### src/rtl/lives_controller.sv
// Player-life bookkeeping: tracks the life count through hits, bonuses and frame-timed
// immunity, and drives the thermometer lives mask plus game-state flags.
module lives_controller #(
  parameter int MAX_LIVES     = 3,
  parameter int INVULN_FRAMES = 120,
  parameter int BLINK_BIT     = 3
) (
  input  logic                 clk,
  input  logic                 resetN,
  input  logic                 startOfFrame,
  input  logic                 startGame,
  input  logic                 hit,
  input  logic                 extraLife,
  output logic [MAX_LIVES-1:0] lives,
  output logic                 gameOver,
  output logic                 invulnerable,
  output logic                 blinkHide
);

  typedef enum logic [1:0] {
    IDLE      = 2'd0,
    PLAY      = 2'd1,
    INVULN    = 2'd2,
    GAME_OVER = 2'd3
  } state_t;

  localparam logic [2:0] MAX_CNT     = 3'(MAX_LIVES);
  localparam logic [9:0] INVULN_LOAD = 10'(INVULN_FRAMES);

  state_t               state_r;
  state_t               state_s;
  logic [2:0]           count_r;
  logic [2:0]           count_s;
  logic [9:0]           frame_cnt_r;
  logic [9:0]           frame_cnt_s;
  logic [MAX_LIVES-1:0] lives_s;

  function automatic logic [2:0] sat_inc(input logic [2:0] c);
    if (c < MAX_CNT) begin
      return c + 3'd1;
    end else begin
      return c;
    end
  endfunction

  // Next state, life count and immunity frame counter.
  always_comb begin
    state_s     = state_r;
    count_s     = count_r;
    frame_cnt_s = frame_cnt_r;
    case (state_r)
      IDLE, GAME_OVER: begin
        if (startGame) begin
          state_s = PLAY;
          count_s = MAX_CNT;
        end else begin
          state_s = state_r;
        end
      end
      PLAY: begin
        // A bonus in the same clk as a hit cancels the loss but immunity is still granted.
        if (hit && extraLife) begin
          state_s     = INVULN;
          frame_cnt_s = INVULN_LOAD;
        end else if (hit && (count_r <= 3'd1)) begin
          state_s     = GAME_OVER;
          count_s     = 3'd0;
          frame_cnt_s = 10'd0;
        end else if (hit) begin
          state_s     = INVULN;
          count_s     = count_r - 3'd1;
          frame_cnt_s = INVULN_LOAD;
        end else if (extraLife) begin
          count_s = sat_inc(count_r);
        end else begin
          count_s = count_r;
        end
      end
      INVULN: begin
        if (extraLife) begin
          count_s = sat_inc(count_r);
        end else begin
          count_s = count_r;
        end
        if (startOfFrame) begin
          if (frame_cnt_r <= 10'd1) begin
            state_s     = PLAY;
            frame_cnt_s = 10'd0;
          end else begin
            frame_cnt_s = frame_cnt_r - 10'd1;
          end
        end else begin
          frame_cnt_s = frame_cnt_r;
        end
      end
      default: begin
        state_s     = IDLE;
        count_s     = 3'd0;
        frame_cnt_s = 10'd0;
      end
    endcase
  end

  // Thermometer mask from the next count so the registered mask tracks count without lag.
  always_comb begin
    lives_s = '0;
    for (int i = 0; i < MAX_LIVES; i++) begin
      lives_s[i] = (count_s > 3'(i));
    end
  end

  // State and registered outputs.
  always_ff @(posedge clk or negedge resetN) begin
    if (!resetN) begin
      state_r      <= IDLE;
      count_r      <= 3'd0;
      frame_cnt_r  <= 10'd0;
      lives        <= '0;
      gameOver     <= 1'b0;
      invulnerable <= 1'b0;
      blinkHide    <= 1'b0;
    end else begin
      state_r      <= state_s;
      count_r      <= count_s;
      frame_cnt_r  <= frame_cnt_s;
      lives        <= lives_s;
      gameOver     <= (state_s == GAME_OVER);
      invulnerable <= (state_s == INVULN);
      blinkHide    <= (state_s == INVULN) & frame_cnt_s[BLINK_BIT];
    end
  end

endmodule

### config.mk
export PLATFORM = sky130hd
export DESIGN_NAME = lives_controller
export DESIGN_NICKNAME = d
export VERILOG_FILES = /design/src/rtl/lives_controller.sv
export SDC_FILE = /design/constraint.sdc
export NUM_CORES = 1
export LEC_CHECK = 0
export CAP_MARGIN = 10
export CORE_ASPECT_RATIO = 1.2
export CORE_MARGIN = 2
export CORE_UTILIZATION = 51
export DETAILED_ROUTE_END_ITERATION = 8
export HOLD_SLACK_MARGIN = 0.06
export PLACE_DENSITY = 0.79
export SETUP_SLACK_MARGIN = 0.02
export SYNTH_ARGS = -nofsm -noshare
export SYNTH_HDL_FRONTEND = slang
export SYNTH_SLANG_ARGS = --single-unit
export TNS_END_PERCENT = 50
### constraint.sdc
create_clock -name clk -period 1.8 [get_ports clk]
set_clock_uncertainty 0.05 [all_clocks]
set_input_delay 0.27 -clock clk [delete_from_list [all_inputs] [get_ports clk]]
set_output_delay 0.27 -clock clk [all_outputs]
set_load 0.03 [all_outputs]
==> results.md, run 1 <==
* Pwr Density at 1810 mW/mm²
* Power Total at ~3.9 mW
* Failing checks: negative setup slack
* CP Launch Type: flop
* CTS Buffer Depth at 2
* Area leader, netlist: dfrtp_1
* Max-capacitance violation count at 0
* Pre-CTS setup slack at -308.3 ps
* Top cell type's share of synthesized area at 37.91%
* Final setup vio count at 10
* DRC viols at 0
* CORE AREA at 0.002552 mm²
* Fin crit share at 106.8%
* Crit path time final at between 1500 and 2000 ps
* R2R depth at 6
* Worst Setup EP: gameOver
* Clock root cell: clkbuf_4
* Drt total wl at around 4.5 mm
* Slew @ Worst Pin at slightly below 500 ps
* Synth Area in Adders at under 10%
* Worst setup margin at -122.5 ps
* Worst setup path start: count_r[0]
* Yosys reg bits at 21
* RSZ-0062 raised after global routing: yes
* CP Max Fanout at 5
* RR Startpoint: count_r[0]
* DR pass1 iterations at 4
* Yosys warns at 0
* Yosys cell types at 42
* Cts hold-fix bufs at 0
* Placed cell area at between 0.0015 and 0.002 mm²
* Relative slew slack at 67.43%
* Layout cells sized above 1 at a little over two fifths
* IO Port Bufs at 11
* Syn_nets at between 150 and 200
* Largest family of logic cells by synthesized area: simple AND/OR/NAND/NOR gates
* Rows at 20
* Post-synth ARST share at 100.0%
* I/O pin count at 12
* CTS tree: yes
* Setup CP Type: reg -> reg
* DR vias/cell at between 6 and 7
* Worst R2R Setup Slack at -120 ps
* Post-synth top flop: dfrtp_1
* Worst vdd ir at 1192 µV
* Syn-to-layout area delta at 53.61%
* ANT nets after route at 0
* Mux cell area share after synthesis at 0%
* XOR/XNOR Fraction of Synth Area at approximately 1.9%
* Hold slack at about 220 ps
* Drt initial violations at 41
* Static Leakage at ~0.9 nW
* # nets final at approximately 230
* Max Fclk at 520.2 MHz
* Post-route cell area at about 0.0021 mm²
* Clk slew on worst S/H paths at around 120 ps
* Htree depth at 1
* Endpoints failing hold at 0
* Outcome: finished with violations
* TritonCTS Sinks at 21
* Critical Path RT at around 2000 ps
* Post-synth top cells: dfrtp_1, inv_1, nor2_1, nand2_1
* First-pass GRT wire length at ~6.5 mm
* Fin Setup TNS at -550.0 ps
* HP Class: in -> async
* Antenna fix cells at 0
* Synthesized area at approximately 0.0014 mm²
* Vias in the first global route at 1508
* Initial Util at a little over half
* Wire length per cell at about 18 µm
* CP endpoint kind: flop
* Synth top area cells: dfrtp_1, ha_1, inv_1
* Hpwl dp at between 2 and 3 mm
* GPL Wtd Cong at between 0.9 and 1
* Total global-route track usage at between 20% and 30%
* Total grt overflow at 0
* Die height at slightly above 60 µm
* Final Slew Violations at 0
* Compound-Gate Fraction of Synth Area at 21.39%
* Die W at 51.60 µm
* Clk_lat worst skew at 320 ps
* Worst R2R End: gameOver
* Top-count cell post-synth: dfrtp_1
* Simple-gate share of the synthesized area at about a quarter
* Largest net degree at the start of global routing at 22
* Syn Area/Cell at between 8 and 9 µm²
* Die area at about 0.0032 mm²
* Num CTS Buffers at 3
* Initial antenna violation count at 0
* Post-synth EDFFs at 0
* Critical Path AT at between 2000 and 2500 ps
* Sequential share of the synthesized area at between 30% and 40%
* Vias at between 1500 and 2000
* Post-Syn Instances at roughly 160
-- flip-flops by register name (all words and copies together), names as in the netlist --
signal	flops
frame_cnt_r	10
gameOver	1
invulnerable	1
count_r	3
blinkHide	1
state_r	2
lives	3
-- area by class of cell --
type,instances,area (µm²)
Clock inverter,1,5.005
Multi-Input combinational cell,115,1012
Tap cell,33,41.29
Fill cell,148,422.9
Clock buffer,3,22.52
Inverter,14,52.55
Timing Repair Buffer,58,466.7
Sequential cell,21,529.3
-- cell families (layout without fill, tap and decap cells) --
group / count (synthesis) / count (layout)
buffers and inverters: 22 / 76
XOR/XNOR: 3 / 3
AO/OA/AOI/OAI: 44 / 44
AND/OR/NAND/NOR: 61 / 61
flip-flops: 21 / 21
adder cells (fa/ha/maj): 7 / 7
-- worst min-delay path by stage --
stage,startpoint,end
after detailed placement,frame_cnt_r[6],frame_cnt_r[6]
final,resetN,frame_cnt_r[3]
after floorplan,resetN,blinkHide
after global placement,frame_cnt_r[6],frame_cnt_r[6]
after CTS,resetN,frame_cnt_r[0]
after global routing,resetN,frame_cnt_r[3]
-- critical path, cell delays in order, from the launching register on --
cell       delay (ps)
dfrtp_2           480
buf_6             140
o21ba_4           220
nor3_4            220
a2111oi_4         120
nor4_4            440
nor2b_1           200
-- power by group --
| part | internal, mW | switching (mW) | leakage, nW | total (mW) |
|---|---|---|---|---|
| logic | 1.39 | 1.45 | 0.615 | 2.84 |
| registers | 0.638 | 0.135 | 0.267 | 0.773 |
| clock network | 0.0835 | 0.157 | 0.0177 | 0.241 |
| total | 2.11 | 1.74 | 0.899 | 3.85 |
-- placed cells by master, fill, tap and decap left out, types with 2 or more instances in the layout --
master and count:
nor2b_4 2, o21ai_0 5, clkdlybuf4s50_1 11, nand2_1 12, nand2b_1 5, dfrtp_1 18
o22ai_1 4, o22ai_2 3, a21oi_1 5, dfrtp_2 3, ha_1 3, nor4_4 2
a21oi_2 3, buf_4 46, a2111oi_4 2, nor3_4 2, ha_4 4, inv_1 11
o211ai_1 2, inv_2 3, o31ai_1 2, a31oi_1 4, nor3_1 4, nor2_1 13
nand4b_1 2, nand3b_1 2, nor2b_1 6, clkbuf_4 3, xor2_1 3
-- layer usage --
metal,GRT usage [%],share of wire [%]
met1,26.57,34
met5,0,0
met2,55.13,57
met4,18.05,5.8
met3,4.612,3.2
-- stage by stage --
step	cells	util, %
floorplan	158	-
global placement	231	70.83
detailed placement	231	70.83
CTS	240	76.96
global route	245	83.43
finish	245	83.43
-- timing repair --
item / 4_1_cts / 5_1_grt
endpoints found under the setup margin: 14 / 18
setup buffers: 6 / 5
pin swaps: 6 / 16
gates resized for setup: 16 / 25
Power figures use the tool's default switching activity.
==> run 2, diff against run 1 <==
CTS_CLUSTER_SIZE = 8   (was unset)
==> results of run 2 <==
Same layout as run 1: the final DEF is identical, and so are final timing and power.
==> run 3, diff against run 2 <==
ABC_CLOCK_PERIOD_IN_PS = 1800   (was unset)
GPL_TIMING_DRIVEN = 0   (was unset)
PLACE_DENSITY = 0.72   (was 0.79)
==> run 3 against run 2 <==
  * The flow still finishes with violations (negative setup slack)
  * Critical path type unchanged
  * Non-clock buffer count down 20
  * Largest power group unchanged
  * Hold slack better by 190 ps
  * Combinational power down 13%
  * Sequential share of layout area up 2.1 points
  * Clock power about the same
  * Fmax up 0.43%
  * Cell area down 7.4%
  * First-iteration DRC count up 7.3%
  * Die area unchanged
==> results.md, run 3 (same netlist as run 1, synthesis figures left out) <==
* GPL Wtd Cong at 0.8928
* Drt initial violations at 44
* TritonCTS Sinks at 21
* Critical Path AT at ~2100 ps
* Die W at 51.60 µm
* First-pass GRT wire length at between 6 and 7 mm
* CP Max Fanout at 3
* Clk_lat worst skew at between 300 and 400 ps
* Worst R2R Setup Slack at -110 ps
* Syn-to-layout area delta at 42.24%
* Setup CP Type: reg -> reg
* Placed cell area at approximately 0.0016 mm²
* Hold slack at ~400 ps
* Max incr delay on CP at just over 500 ps
* DR pass1 iterations at 4
* Fin crit share at 106.4%
* Pwr Density at approximately 1800 mW/mm²
* CP Launch Type: flop
* Worst vdd ir at approximately 1100 µV
* CTS Buffer Depth at 2
* Critical Path RT at between 1500 and 2000 ps
* Static Leakage at between 0.7 and 0.8 nW
* Worst R2R End: lives[0]
* HP Class: in -> async
* Outcome: finished with violations
* Max Fclk at 522.4 MHz
* CTS tree: yes
* Clock root cell: clkbuf_4
* Endpoints failing hold at 0
* Layout cells sized above 1 at a little under two fifths
* CP endpoint kind: flop
* Largest net degree at the start of global routing at 22
* Failing checks: negative setup slack
* Vias at ~1400
* DR vias/cell at roughly 6.3
* Most frequent cells in the layout: buf_4, dfrtp_1, nand2_1, nor2_1, clkdlybuf4s50_1
* Total global-route track usage at 25.66%
* Final setup vio count at 13
* Vias in the first global route at ~1300
* Initial antenna violation count at 0
* Die height at slightly above 60 µm
* Relative slew slack at between 30% and 40%
* Num CTS Buffers at 3
* Crit path time final at between 1500 and 2000 ps
* Max reg flops at 10
* Die area at 0.003153 mm²
* CORE AREA at approximately 0.0026 mm²
* # nets final at a little over 200
* IO Port Bufs at 11
* Drt total wl at around 4 mm
* R2R depth at 6
* Htree depth at 1
* Post-route cell area at slightly below 0.002 mm²
* RSZ-0062 raised after global routing: yes
* Wire length per cell at 17.57 µm
* Worst setup margin at -114.3 ps
* Final Slew Violations at 0
* Slowest-stage cell, CP: or4b_4
* Total grt overflow at 0
* Biggest register: frame_cnt_r
* Fill cell total of the finished layout at between 150 and 200
* Antenna fix cells at 0
* Rows at 20
* Pre-CTS setup slack at -508.2 ps
* RR Startpoint: count_r[1]
* Register area at about 530 µm²
* Most common cell after layout, fill and taps aside: buf_4
* Multi-input logic area at approximately 1000 µm²
* Slew @ Worst Pin at about 930 ps
* Initial Util at a little over half
* Max-capacitance violation count at 0
* ANT nets after route at 0
* I/O pin count at 12
* Biggest regs: frame_cnt_r (10), count_r (3), lives (3)
* DRC viols at 0
* Worst path cell trace: buf_4, or4b_4, a41oi_2, o21ai_2, o22ai_2, nand3b_1
* Hpwl dp at approximately 2.3 mm
* Clk slew on worst S/H paths at 130 ps
==> run 3: per-layer routing <==
layer  global-route usage [%]  vias to the layer above  share of wire (%)
met4                    15.04                        0                5.9
met2                    46.52                       56                 53
met5                        0                        -                  0
met1                    28.79                      696                 38
li1                         -                      638                  -
met3                    3.641                       21                3.7
==> run 3: power by group <==
group | switching (mW) | total (mW) | leakage, nW | internal [mW]
Clock | 0.156 | 0.240 | 0.0177 | 0.0832
Sequential | 0.170 | 0.809 | 0.266 | 0.640
Combinational | 1.30 | 2.46 | 0.510 | 1.16
==> run 3: critical path: cells and delay by family, from the launching register on <==
kind / cells / cell delay [ps]
buf+inv: 1 / 170
simple gates: 2 / 610
compound gates: 3 / 500
flops: 1 / 480
==> run 3: final cells by class <==
type / instances / share of cell area [%]
clock buffers: 3 / 1.142
multi-input cells: 115 / 50.51
repair buffers: 33 / 14.15
well taps: 33 / 2.094
inverters: 14 / 2.919
plain buffers: 5 / 2.030
clock inverters: 1 / 0.2538
flip-flops and latches: 21 / 26.90
==> run 3: worst max-delay path by stage <==
stage          slack, ps      startpoint             end  depth (start not counted)
6_report            -110      count_r[1]        lives[0]                          6
5_1_grt             -180  frame_cnt_r[5]  frame_cnt_r[2]                          5
4_1_cts             -200      count_r[1]       blinkHide                          9
3_5_place_dp        -510       extraLife        lives[0]                          7
3_3_place_gp        -480       extraLife        lives[0]                          7
2_1_floorplan        -80      state_r[0]  frame_cnt_r[9]                          8
==> run 3: timing repair <==
action                                  CTS  global route
buffers inserted                         11            11
endpoints found under the setup margin   21            20
resized for setup                        28            26
pin swaps                                 9            15
hold buffers                              0             0
==> run 3: per-stage QoR <==
step           util, %  total power [mW]  setup TNS (ps)  std cells
2_1_floorplan        -             2.054          -194.0        158
3_3_place_gp     62.30             2.425           -4839        202
3_5_place_dp     62.30             2.470           -5501        202
4_1_cts          71.32             3.154           -1067        217
5_1_grt          77.25             3.744           -1971        225
6_report         77.25             3.507          -796.0        225
